==> config.mk <==
export PLATFORM = sky130hd
export DESIGN_NAME = uart_cmd_ctrl
export DESIGN_NICKNAME = d
export VERILOG_FILES = /design/src/rtl/uart_cmd_ctrl_pkg.sv /design/src/rtl/uart_cmd_regfile.sv /design/src/rtl/uart_cmd_ctrl.sv
export SDC_FILE = /design/constraint.sdc
export NUM_CORES = 1
export LEC_CHECK = 0
export CAP_MARGIN = 20
export CORE_ASPECT_RATIO = 1.5
export CORE_MARGIN = 2
export CORE_UTILIZATION = 45
export CTS_BUF_LIST = sky130_fd_sc_hd__clkbuf_4 sky130_fd_sc_hd__clkbuf_8
export DETAILED_ROUTE_END_ITERATION = 16
export GPL_TIMING_DRIVEN = 0
export PLACE_DENSITY = 0.7
export SYNTH_ARGS = -nofsm -noshare
export SYNTH_HDL_FRONTEND = slang
export SYNTH_SLANG_ARGS = --single-unit
==> constraint.sdc <==
create_clock -name clk -period 2.15 [get_ports clk]
set_input_delay 0.5375 -clock clk [delete_from_list [all_inputs] [get_ports clk]]
set_output_delay 0.5375 -clock clk [all_outputs]
set_load 0.1 [all_outputs]
==> src/rtl/uart_cmd_ctrl_pkg.sv <==
// Shared opcode, reply and FSM state constants for the UART command controller.
package uart_cmd_ctrl_pkg;

   localparam logic [7:0] OP_WR   = 8'h57;
   localparam logic [7:0] OP_RD   = 8'h52;
   localparam logic [7:0] RSP_OK  = 8'h4B;
   localparam logic [7:0] RSP_ERR = 8'h3F;

   localparam logic [2:0] ST_IDLE     = 3'd0;
   localparam logic [2:0] ST_GET_ADDR = 3'd1;
   localparam logic [2:0] ST_GET_DATA = 3'd2;
   localparam logic [2:0] ST_EXEC     = 3'd3;
   localparam logic [2:0] ST_SEND     = 3'd4;

   // Full 8-bit compare; 9 bits so that n=256 is representable.
   function automatic logic addr_in_range(input logic [7:0] addr, input int unsigned n);
      return {1'b0, addr} < 9'(n);
   endfunction

endpackage

==> src/rtl/uart_cmd_regfile.sv <==
// N_REGS x 8-bit register bank: one synchronous write port, one combinational read port.
module uart_cmd_regfile
   import uart_cmd_ctrl_pkg::*;
#(
   parameter int unsigned N_REGS      = 8,
   parameter logic [7:0]  REG_RST_VAL = 8'h00
) (
   input  logic                clk,
   input  logic                rst_n,
   input  logic                we,
   input  logic [7:0]          addr,
   input  logic [7:0]          din,
   input  logic [7:0]          rd_addr,
   output logic [7:0]          rd_data,
   output logic [N_REGS*8-1:0] regs
);

   logic [7:0] mem_q [N_REGS];

   always_ff @(posedge clk or negedge rst_n) begin
      if (!rst_n) begin
         for (int i = 0; i < int'(N_REGS); i++) mem_q[i] <= REG_RST_VAL;
      end else if (we) begin
         for (int i = 0; i < int'(N_REGS); i++) begin
            if (addr == 8'(i)) mem_q[i] <= din;
         end
      end
   end

   // Out-of-range reads return zero; the controller replies with an error anyway.
   always_comb begin
      rd_data = '0;
      for (int i = 0; i < int'(N_REGS); i++) begin
         if (rd_addr == 8'(i)) rd_data = mem_q[i];
      end
   end

   for (genvar g = 0; g < int'(N_REGS); g++) begin : g_flat
      assign regs[8*g +: 8] = mem_q[g];
   end

endmodule

==> src/rtl/uart_cmd_ctrl.sv <==
// Byte-level 'W'/'R' frame parser between uart_rx and uart_tx, with inter-byte timeout.
module uart_cmd_ctrl
   import uart_cmd_ctrl_pkg::*;
#(
   parameter int unsigned N_REGS         = 8,
   parameter int unsigned TIMEOUT_CYCLES = 1_000_000,
   parameter logic [7:0]  REG_RST_VAL    = 8'h00
) (
   input  logic                clk,
   input  logic                rst_n,
   input  logic [7:0]          s_axis_tdata,
   input  logic                s_axis_tvalid,
   output logic                s_axis_tready,
   output logic [7:0]          m_axis_tdata,
   output logic                m_axis_tvalid,
   input  logic                m_axis_tready,
   output logic [N_REGS*8-1:0] regs_out,
   output logic                wr_strobe,
   output logic [7:0]          wr_addr,
   output logic                timeout_evt
);

   localparam int unsigned CntW = $clog2(TIMEOUT_CYCLES);

   logic [2:0]      state_q, state_d;
   logic [7:0]      op_q, addr_q, data_q, rd_data, resp;
   logic            tready_q, tvalid_q, wr_strobe_q, tevt_q;
   logic [7:0]      tdata_q, wr_addr_q;
   logic [CntW-1:0] cnt_q, cnt_d;
   logic            accept, expire, cnt_max, waiting;

   assign accept  = s_axis_tvalid & tready_q;
   assign waiting = (state_q == ST_GET_ADDR) || (state_q == ST_GET_DATA);
   assign cnt_max = (cnt_q == CntW'(TIMEOUT_CYCLES - 1));

   always_comb begin
      state_d = state_q;
      expire  = 1'b0;
      case (state_q)
         ST_IDLE: begin
            if (accept) begin
               state_d = (s_axis_tdata == OP_WR || s_axis_tdata == OP_RD) ? ST_GET_ADDR : ST_EXEC;
            end
         end
         ST_GET_ADDR: begin
            if (accept) state_d = (op_q == OP_WR) ? ST_GET_DATA : ST_EXEC;
            else if (cnt_max) begin
               state_d = ST_IDLE;
               expire  = 1'b1;
            end
         end
         ST_GET_DATA: begin
            if (accept) state_d = ST_EXEC;
            else if (cnt_max) begin
               state_d = ST_IDLE;
               expire  = 1'b1;
            end
         end
         ST_EXEC: state_d = ST_SEND;
         ST_SEND: if (tvalid_q && m_axis_tready) state_d = ST_IDLE;
         default: state_d = ST_IDLE;
      endcase
   end

   // An accepted byte beats expiry: the counter clears and no timeout fires.
   always_comb begin
      cnt_d = cnt_q + 1'b1;
      if (accept || !waiting || expire) cnt_d = '0;
   end

   always_comb begin
      resp = rd_data;
      if ((op_q != OP_WR && op_q != OP_RD) || !addr_in_range(addr_q, N_REGS)) resp = RSP_ERR;
      else if (op_q == OP_WR) resp = RSP_OK;
   end

   always_ff @(posedge clk or negedge rst_n) begin
      if (!rst_n) begin
         state_q     <= ST_IDLE;
         op_q        <= '0;
         addr_q      <= '0;
         data_q      <= '0;
         tready_q    <= 1'b0;
         tvalid_q    <= 1'b0;
         tdata_q     <= '0;
         wr_strobe_q <= 1'b0;
         wr_addr_q   <= '0;
         tevt_q      <= 1'b0;
         cnt_q       <= '0;
      end else begin
         state_q     <= state_d;
         tready_q    <= (state_d == ST_IDLE) || (state_d == ST_GET_ADDR) ||
                        (state_d == ST_GET_DATA);
         cnt_q       <= cnt_d;
         tevt_q      <= expire;
         wr_strobe_q <= 1'b0;
         if (accept) begin
            case (state_q)
               ST_IDLE:     op_q   <= s_axis_tdata;
               ST_GET_ADDR: addr_q <= s_axis_tdata;
               ST_GET_DATA: begin
                  data_q <= s_axis_tdata;
                  // Strobe lands in the EXEC cycle; the bank updates on the edge ending it.
                  if (addr_in_range(addr_q, N_REGS)) begin
                     wr_strobe_q <= 1'b1;
                     wr_addr_q   <= addr_q;
                  end
               end
               default: ;
            endcase
         end
         if (state_q == ST_EXEC) tdata_q <= resp;
         if (state_q == ST_SEND) begin
            if (!tvalid_q) tvalid_q <= 1'b1;
            else if (m_axis_tready) tvalid_q <= 1'b0;
         end
      end
   end

   uart_cmd_regfile #(
      .N_REGS      (N_REGS),
      .REG_RST_VAL (REG_RST_VAL)
   ) u_regfile (
      .clk     (clk),
      .rst_n   (rst_n),
      .we      (wr_strobe_q),
      .addr    (wr_addr_q),
      .din     (data_q),
      .rd_addr (addr_q),
      .rd_data (rd_data),
      .regs    (regs_out)
   );

   assign s_axis_tready = tready_q;
   assign m_axis_tvalid = tvalid_q;
   assign m_axis_tdata  = tdata_q;
   assign wr_strobe     = wr_strobe_q;
   assign wr_addr       = wr_addr_q;
   assign timeout_evt   = tevt_q;

endmodule
# Word-level counts from Yosys, hierarchy flattened
# Cells that the tools add are included.
# totals
ff_bits,131
elab_cells,103
# classes
add_sub_neg,1
n_lt_le_gt_ge,1
n_eq_ne,26
muxes,27
n_bitwise,1
reduce_logical,28
# ops
op,count
8-bit two-way mux,10
"8-bit by 3-bit equality test with 1-bit output, second input constant",8
"8-bit by 2-bit equality test with 1-bit output, second input constant",4
"8-bit by 7-bit equality test with 1-bit output, second input constant",3
2-bit AND reduction,11
"20-bit by 1-bit adder with 20-bit output, second input constant",1
"20-bit equality test, second input constant",1
20-bit two-way mux,1
"8-bit by 1-bit equality test with 1-bit output, second input constant",2
8-bit logical NOT,2
"8-bit by 7-bit != test with 1-bit output, second input constant",2
3-bit two-way mux,5
3-bit one-hot mux with 5 select lines,1
"3-bit by 2-bit equality test with 1-bit output, second input constant",3
1-bit two-way mux,9
"8-bit by 4-bit < comparator with 1-bit output, second input constant",1
1-bit logical OR,7
"3-bit by 1-bit equality test with 1-bit output, second input constant",2
3-bit logical NOT,2
"3-bit equality test, second input constant",1
3-bit AND reduction,1
1-bit logical AND,2
1-bit logical NOT,2
2-bit two-way mux,1
other kinds (2),2

# Longest topological paths before layout
# depth
word_depth,11
mapped_depth,7

# Modules after synthesis
# Synthesis repeated with hierarchy kept, for this count alone.
# hier_totals
cells_unflattened,497
hier_area_um2,6168.4
# modules_own_cells
module,instances,cells_per_inst,area_per_inst_um2,seq_area_each_um2
uart_cmd_regfile,1,250,3283.1,1601.5
uart_cmd_ctrl,1,247,2885.3,1676.6

# Worst setup path after synthesis
# No wires, ideal clock.
# synth_timing
kind,reg-to-reg
startpoint,register tready_q (netlist: s_axis_tready)
endpoint,register wr_addr_q[0] (netlist: wr_addr[0])
setup_time_ns,0.125
arrival_ns,2.387
required_ns,2.025
slack_ns,-0.362
path_stages_with_launch,6
n_path_buf,1
period_less_slack_ns,2.512
cell_sequence,dfrtp_1 > nand2_1 > nor3_2 > and2_1 > buf_4 > mux2_2
# synth_via
elab_chain_cells,2
# synth_rtl
element,line,text
start: declaration,uart_cmd_ctrl.sv:27,"logic tready_q, tvalid_q, wr_strobe_q, tevt_q;"
start signal: assignment,uart_cmd_ctrl.sv:92,tready_q <= (state_d == ST_IDLE) || (state_d == ST_GET_ADDR) ||
1-bit AND,uart_cmd_ctrl.sv:32,assign accept = s_axis_tvalid & tready_q;
3-bit AND reduction (no source line),-,
end signal: assignment,uart_cmd_ctrl.sv:106,wr_addr_q <= addr_q;
end: declaration,uart_cmd_ctrl.sv:28,"logic [7:0] tdata_q, wr_addr_q;"
# No other way between the ends.
# A chain may end at the register's enable or synchronous reset.

# Worst setup path after layout
# layout_timing
startpoint,register wr_addr_q[3] (netlist: wr_addr[3])
endpoint,register u_regfile.mem_q (netlist bit u_regfile.regs[5])
# layout_via
elab_chain_cells,2
# layout_rtl
element,line,text
8-bit logical NOT,uart_cmd_regfile.sv:25,if (addr == 8'(i)) mem_q[i] <= din;
2-bit AND reduction (no source line),-,
end signal: indexed assignment,uart_cmd_regfile.sv:25,
end: declaration,uart_cmd_regfile.sv:18,logic [7:0] mem_q [N_REGS];
# No other way between the ends.

==> summary by stage <==
Placed design
Routability-driven placement finished with a final weighted congestion of 0.8098. The port buffer count is 95. The detailed placer's ending HPWL is 10,360 um.

Worst hold path
The startpoint of the tightest hold check path is m_axis_tvalid$_DFFE_PN0N_. The path class of the tightest hold or removal check is flop to flop.

Die
The count of standard-cell rows is 51. In this run the standard cell core region covers 0.01289 sq mm. The floorplan die height is 144.2 um. The initial utilization of the core area, before any placement, comes to 0.4574.

The I/O pin count is 96. The area enclosed by the die boundary is 0.01405 sq mm. The horizontal extent of the die is 97.46 um.

Yosys
In this run the cell area of the synthesized design comes to 0.005896 sq mm. During synthesis, Yosys emitted a total of 0 warnings. The synthesized netlist cell count is 456. The area share of the leading cell type in the synthesized netlist is 0.5560.

After synthesis, the mean cell area works out to 12.93 sq um. The number of enable flip-flop cells after synthesis is 0. For this run, the leading register cell type out of synthesis is sky130_fd_sc_hd__dfrtp_1. Sorting the synthesized cells by area gives the leading types as sky130_fd_sc_hd__dfrtp_1, sky130_fd_sc_hd__mux2_2, sky130_fd_sc_hd__nor2_1, sky130_fd_sc_hd__mux2_4, sky130_fd_sc_hd__mux4_2. The net count after synthesis is 469. The portion of the post-synthesis area used by sequential elements is 0.5560. In this run, synthesis produced a sequential element count of 131. Counting flops with an async set or reset pin after synthesis yields a share of 1.000. The count of distinct cell types in the synthesized netlist is 53. Summed over all instances, the cell type with the most area after synthesis is sky130_fd_sc_hd__dfrtp_1.

Routing
Dividing the detail-routed via count by the number of cells gives 5.464. The total routed wirelength is 14,350 um. The detail route stage leaves a number of antenna-violating nets equal to 0. The pre-antenna-repair detailed-routing pass consisted of 5 iterations.

Across all layers, the routed design uses 4,076 vias. The number of DRC violations after detailed routing is 0. The first routing iteration left 154 violations. Dividing the detail-routed wire length by the instance count gives 19.24 um.

Global routing
The global-route congestion overflow total is 0. The number of global-route vias before repair was 4,272. Entering global routing, the biggest net connects 106 pins. The wire length of the first global-routing pass is 23,090 um.

The total global routing track utilization is 0.2135. The initial antenna violation count came to 0.

Clock tree
The clock root buffer is sky130_fd_sc_hd__clkbuf_8. The total number of clock tree sinks is 131. The H-tree was split into 4 levels. The number of clock buffers added by TritonCTS is 17. The clock passes through at most 2 buffers. TritonCTS built the clock tree.

Clock-pin slew was measured on the worst setup and hold paths at 0.08 ns. The insertion delay of the later-clocked pin in the worst-skew pair is 0.44 ns.

Power
The peak supply drop is 663.0 uV. Of the total power, the share spent switching nets is 0.4335. The analysis attributes to net switching a power of 3756 uW.

The share of total power dissipated in the clock network is 0.224. Power spread over the standard cell area amounts to 1135 mW/mm^2. The internal cell power is 4910 uW. Summed over all cells, the static leakage comes to 0.003368 uW. Of the total power, registers draw 0.392. The part of the power in combinational logic is 0.384. Overall power consumption after layout is estimated at 8666 uW.

Finish
The number of inserted diodes is 0. At the end of the flow the core is filled with cells to 0.5926. The sequential cell area is 0.003288 sq mm. Compared with the post-synthesis result, the final layout area differs by 29.56%. The ratio of cells with drive above 1 in the final layout is 0.4344. The layout has 1,054 filler cells.

In the layout the commonest cells are sky130_fd_sc_hd__dfrtp_1, sky130_fd_sc_hd__mux2_2, sky130_fd_sc_hd__clkdlybuf4s15_2, sky130_fd_sc_hd__nor2_1, sky130_fd_sc_hd__nand2_1. The most common cell after layout, fill and taps aside is sky130_fd_sc_hd__dfrtp_1. The area used by multi-input combinational logic is 0.002544 sq mm.

The net count of the finished layout is 587.

Worst setup path
The critical path starts at wr_addr[3]$_DFFE_PN0P_. In this run the critical register-to-register path is launched from wr_addr[3]$_DFFE_PN0P_. The largest single stage delay on the critical path is 0.42 ns.

The buffer and inverter count on the worst path is 1. The critical path goes through nor4_1 > nand3b_1 > nand2b_4 > or3_1 > buf_6 > mux2_4. The worst setup path is of the flop to flop kind. The critical path arrival is 2.34 ns. The worst setup path is captured at a flop.

Data on the critical path is required at its endpoint by 2.47 ns. On the critical path, the stage with the largest delay is an instance of sky130_fd_sc_hd__dfrtp_2. The dominant delay contributor by cell family on the critical path is simple AND/OR/NAND/NOR gates.

The largest fanout on the critical path is 8. The category of the worst setup path launch point is a flop.

Run
The tool flagged a number of max-cap violations equal to 0.

STA
Headroom to the max-slew limit came out at 0.5380. The final count of pins violating max slew is 0. The final critical path time including I/O delays and setup is 2.018 ns. For this run, the top clock speed supported by timing is 495.4 MHz. On the final layout, the worst clock skew is 0.01251 ns. Setup violations remaining at the end of the flow were counted as 0. Setup total negative slack on the finished layout was measured at 0 ns. The final hold violation count was 0.

Dividing the final minimum period by the clock period gives 0.9388. Setup repair after global routing left no endpoint under its margin. The actual transition at the worst max-transition pin is 0.6893 ns.

Run status
The flow ran to the end, and the final reports show no timing, DRC or antenna violations.
[cell type report]
class	count	area share
inverters	5	0.002457
plain buffers	15	0.01048
multi-input cells	304	0.3330
flip-flops and latches	131	0.4305
repair buffers	100	0.1487
clock inverters	14	0.01720
clock buffers	18	0.03161
well taps	159	0.02604
[cell families after synthesis]
logic type                 Yosys count  synth area share
buffers and inverters               21           0.01677
muxes                              109            0.2209
AOI/OAI and AO/OA                   40           0.04605
and+or+nand+nor                    135            0.1299
DFF                                131            0.5560
adders and majority gates            1          0.002122
xor gates and xnor gates            19           0.02823
[tightest hold or removal path, stage by stage (launching register included)]
cell and delay [ns]:
sky130_fd_sc_hd__dfrtp_1 0.37, sky130_fd_sc_hd__nand2_1 0.05, sky130_fd_sc_hd__nand2_1 0.06
[sequential cells by signal (all words and copies together), names as in the netlist]
register / count
addr_q: 8
cnt_q: 20
data_q: 8
m_axis_tdata: 8
m_axis_tvalid: 1
op_q: 8
s_axis_tready: 1
state_q: 3
timeout_evt: 1
u_regfile.regs: 64
wr_addr: 8
wr_strobe: 1
[per-layer routing]
layer | track usage | wire (um) | vias up
met3 | 0.05123 | 565 | 18
met1 | 0.2557 | 5892 | 2091
met5 | 0 | 0 | -
li1 | - | - | 1876
met2 | 0.3764 | 7591 | 91
met4 | 0.07675 | 300 | 0
[final timing paths]
| check | slack [ns] | end | cells past startpoint |
|---|---|---|---|
| worst min-delay path | 0.51 | m_axis_tvalid$_DFFE_PN0N_ | 2 |
| worst max-delay path | 0.13 | u_regfile.regs[5]$_DFFE_PN0P_ | 6 |
| worst min register to register | 0.51 | m_axis_tvalid$_DFFE_PN0N_ | 2 |
| max in group asynchronous | 0.80 | s_axis_tready$_DFF_PN0_ | 3 |
| worst max register to register | 0.13 | u_regfile.regs[5]$_DFFE_PN0P_ | 6 |
| min in group asynchronous | 0.54 | u_regfile.regs[23]$_DFFE_PN0P_ | 2 |
[through the flow]
step	setup slack, ns	std cells	hold slack, ns	area, sq um
2_1_floorplan	0.02184	456	0.2419	5912
3_3_place_gp	-4.861	710	0.4827	7062
3_5_place_dp	-0.3766	711	0.4239	7091
4_1_cts	0.006555	744	0.5146	7587
5_1_grt	0.02343	746	0.5153	7639
6_report	0.1315	746	0.5074	7639
[power by group through the flow]
stage / registers [uW] / logic (uW) / clock network, uW
global placement: 3390 / 3360 / 0
floorplan: 4470 / 1400 / 0
finish: 3390 / 3330 / 1940
CTS: 3370 / 3380 / 1990
detailed placement: 3410 / 3400 / 0
global route: 3470 / 3530 / 2080
[synth_stat cells, types with 2 or more instances]
library cell,count
sky130_fd_sc_hd__a211oi_1,2
sky130_fd_sc_hd__a21o_1,2
sky130_fd_sc_hd__a21oi_1,12
sky130_fd_sc_hd__a2bb2oi_1,4
sky130_fd_sc_hd__and2_1,3
sky130_fd_sc_hd__and3_1,6
sky130_fd_sc_hd__and4_1,7
sky130_fd_sc_hd__buf_2,7
sky130_fd_sc_hd__clkbuf_1,7
sky130_fd_sc_hd__dfrtp_1,131
sky130_fd_sc_hd__inv_1,5
sky130_fd_sc_hd__mux2_2,87
sky130_fd_sc_hd__mux2_4,8
sky130_fd_sc_hd__mux2i_1,9
sky130_fd_sc_hd__mux4_2,5
sky130_fd_sc_hd__nand2_1,25
sky130_fd_sc_hd__nand2b_1,3
sky130_fd_sc_hd__nand3_1,9
sky130_fd_sc_hd__nand3b_1,3
sky130_fd_sc_hd__nand3b_2,2
sky130_fd_sc_hd__nand4_1,5
sky130_fd_sc_hd__nor2_1,40
sky130_fd_sc_hd__nor2b_1,11
sky130_fd_sc_hd__nor3_1,2
sky130_fd_sc_hd__nor3_2,2
sky130_fd_sc_hd__nor3b_4,2
sky130_fd_sc_hd__nor4_1,2
sky130_fd_sc_hd__nor4b_1,3
sky130_fd_sc_hd__o21ai_0,6
sky130_fd_sc_hd__o221ai_1,3
sky130_fd_sc_hd__o31ai_1,3
sky130_fd_sc_hd__or2_2,2
sky130_fd_sc_hd__xnor2_1,8
sky130_fd_sc_hd__xor2_1,11
[repair_timing]
action	in CTS	in global routing
setup buffers	0	3
pin swaps	1	4
hold buffers	1	0
gates resized for setup	254	5
endpoints found under the hold margin	26	0
setup endpoints to repair	88	39
(Power assumes the default switching activity.)
==> RTL change (config.mk and constraints unchanged) <==
`REG_RST_VAL` is set to 8'h00 in 2 places; all go to 8'h01.
--- a/src/rtl/uart_cmd_regfile.sv
+++ b/src/rtl/uart_cmd_regfile.sv
@@ -5,3 +5,3 @@
    parameter int unsigned N_REGS      = 8,
-   parameter logic [7:0]  REG_RST_VAL = 8'h00
+   parameter logic [7:0]  REG_RST_VAL = 8'h01
 ) (
--- a/src/rtl/uart_cmd_ctrl.sv
+++ b/src/rtl/uart_cmd_ctrl.sv
@@ -6,3 +6,3 @@
    parameter int unsigned TIMEOUT_CYCLES = 1_000_000,
-   parameter logic [7:0]  REG_RST_VAL    = 8'h00
+   parameter logic [7:0]  REG_RST_VAL    = 8'h01
 ) (
Behaviour: not the same (a bounded check fails within 4 cycles, from zero or initial values and one cycle with rst_n low).
==> RTL change against the unedited design <==
- worst setup slack got worse by 59 ps
- die area up 0.17%
- sequential cell count did not move
- synthesized area rose by 0.17%
- critical path depth shrank 5
- highest routed layer unchanged
- design area is 0.54% higher
- routed wire length is 3.3% higher
- total power increased by 3.3%
==> RTL change: results (changes against the unedited design) <==
fin_nets: 584  # -0.51%
clk_pin_slew_ps: 80  # about the same
cts_buffers: 17  # unchanged
grt_max_degree: 94  # -11%
gp_congestion: 0.803  # -0.90%
syn_area_per_cell_sq_um: 13.0  # +0.17%
drt-initial-drc-count: 181  # +18%
fin_skew_ps: 16.7  # +4.14 ps
crit_start: "u_regfile.regs[0]"
powerDensity_mw_per_mm2: 1170  # +2.8%
synthDistinctLibCells: 54  # +1.9%
wl_um: 14800  # +3.3%
async_flop_share_pct: 100  # unchanged
stdcell_count: 743  # -0.40%
grt_antenna_before_repair: 0  # unchanged
dpl_cell_area_sq_mm: 0.00710  # +0.14%
drtPass1Iterations: 4  # -1
p_leak_nw: 3.36  # -0.24%
arrival_ps: 1540  # -800 ps
grtUsageTotal_pct: 21.7  # +0.30 points
port_buffers: 95  # unchanged
status: "completed"
grt_util_met2_pct: 38.7  # +1.1 points
hold_path.class: "in2async"
cts_root_buf: "clkbuf_8"
synthTopCellsByArea: "dfrtp_1 (52%), mux2_2 (17%), dfstp_2 (3.6%)"
clock_latency_ps: 430
p_seq_mw: 3.41
hpwl_um: 10500  # +1.1%
met3_usage_pct: 5.94  # +0.82 points
crit_family: "flip-flops"
p_int_mw: 5.22  # +6.3%
viasPerCell: 5.54  # +1.4%
post-place-ws_ps: -436  # -59.3 ps
ir_drop_mv: 0.675  # +1.9%
r2r_start: "wr_addr[3]"
clockBufferDepth: 2  # unchanged
n_antenna_cell: 0  # unchanged
largest_reg_flops: 64  # unchanged
combPwrFrac_pct: 37.4  # -1.0 points
drive_above_1_share_pct: 45.0  # +1.6 points
yosys_warnings: 0  # unchanged
relSlewSlack_pct: 55.8  # +2.0 points
slowest_stage: "dfstp_2"
gr-usage-met1_pct: 25.4  # -0.13 points
seq_area_frac_synth_pct: 55.7  # +0.075 points
cp_max_fo: 3  # -5
fillerInstances: 1049  # -0.47%
grt_pass1_vias: 4351  # +1.8%
synth_common_cells: "dfrtp_1 (123), mux2_2 (87), nor2_1 (40)"
cpPeakStageDelay_ps: 560  # +140 ps
synth_nets: 469  # unchanged
grt_pass1_wl_um: 23400  # +1.5%
htree_num_levels: 4  # unchanged
## RTL change: final timing paths
path | to | slack [ps] | depth (start not counted)
worst max-delay path | regs_out[0] | 70 | 1
worst min-delay path | wr_addr[6] | 20 | 1
worst max register to register | u_regfile.regs[7] | 120 | 6
worst min register to register | m_axis_tvalid | 500 | 2
max in group asynchronous | s_axis_tready | 1330 | 2
min in group clk | m_axis_tvalid | 500 | 2
## RTL change: metrics by stage
stage	utilization (%)	setup TNS [ps]	hold slack [ps]
after floorplan	-	0	242
after global placement	54.9	-576880	481
after detailed placement	55.1	-9520	473
after CTS	59.2	0	2.95
after global routing	59.6	0	9.27
final	59.6	0	17.9
## RTL change: layout make-up
cell class | count | area share (%)
Buffer | 14 | 0.945
Clock buffer | 23 | 3.71
Clock inverter | 9 | 1.73
Inverter | 5 | 0.244
Multi-Input combinational cell | 304 | 33.3
Sequential cell | 131 | 42.9
Tap cell | 159 | 2.59
Timing Repair Buffer | 98 | 14.6
## RTL change: cells by family (layout without fill, tap and decap cells)
logic type      count (synthesis)  count (layout)  share of synthesized area (%)
simple gates                  135             135                           13.0
flops                         131             131                           55.7
mux                           109             109                           22.1
compound gates                 40              40                           4.60
buf+inv                        21             149                           1.67
xor+xnor                       19              19                           2.82
fa+ha+maj                       1               1                          0.212
## RTL change: what timing repair did
action,in CTS,in global routing
endpoints found under the hold margin,0,0
hold buffers,0,0
setup buffers,0,2
endpoints found under the setup margin,96,57
pin swaps,0,3
resized for setup,253,6
## RTL change: layer usage
| layer | vias up | wire [um] |
|---|---|---|
| met5 | - | 0 |
| met4 | 0 | 201 |
| met3 | 17 | 738 |
| met2 | 112 | 7920 |
| met1 | 2117 | 5960 |
| li1 | 1871 | - |
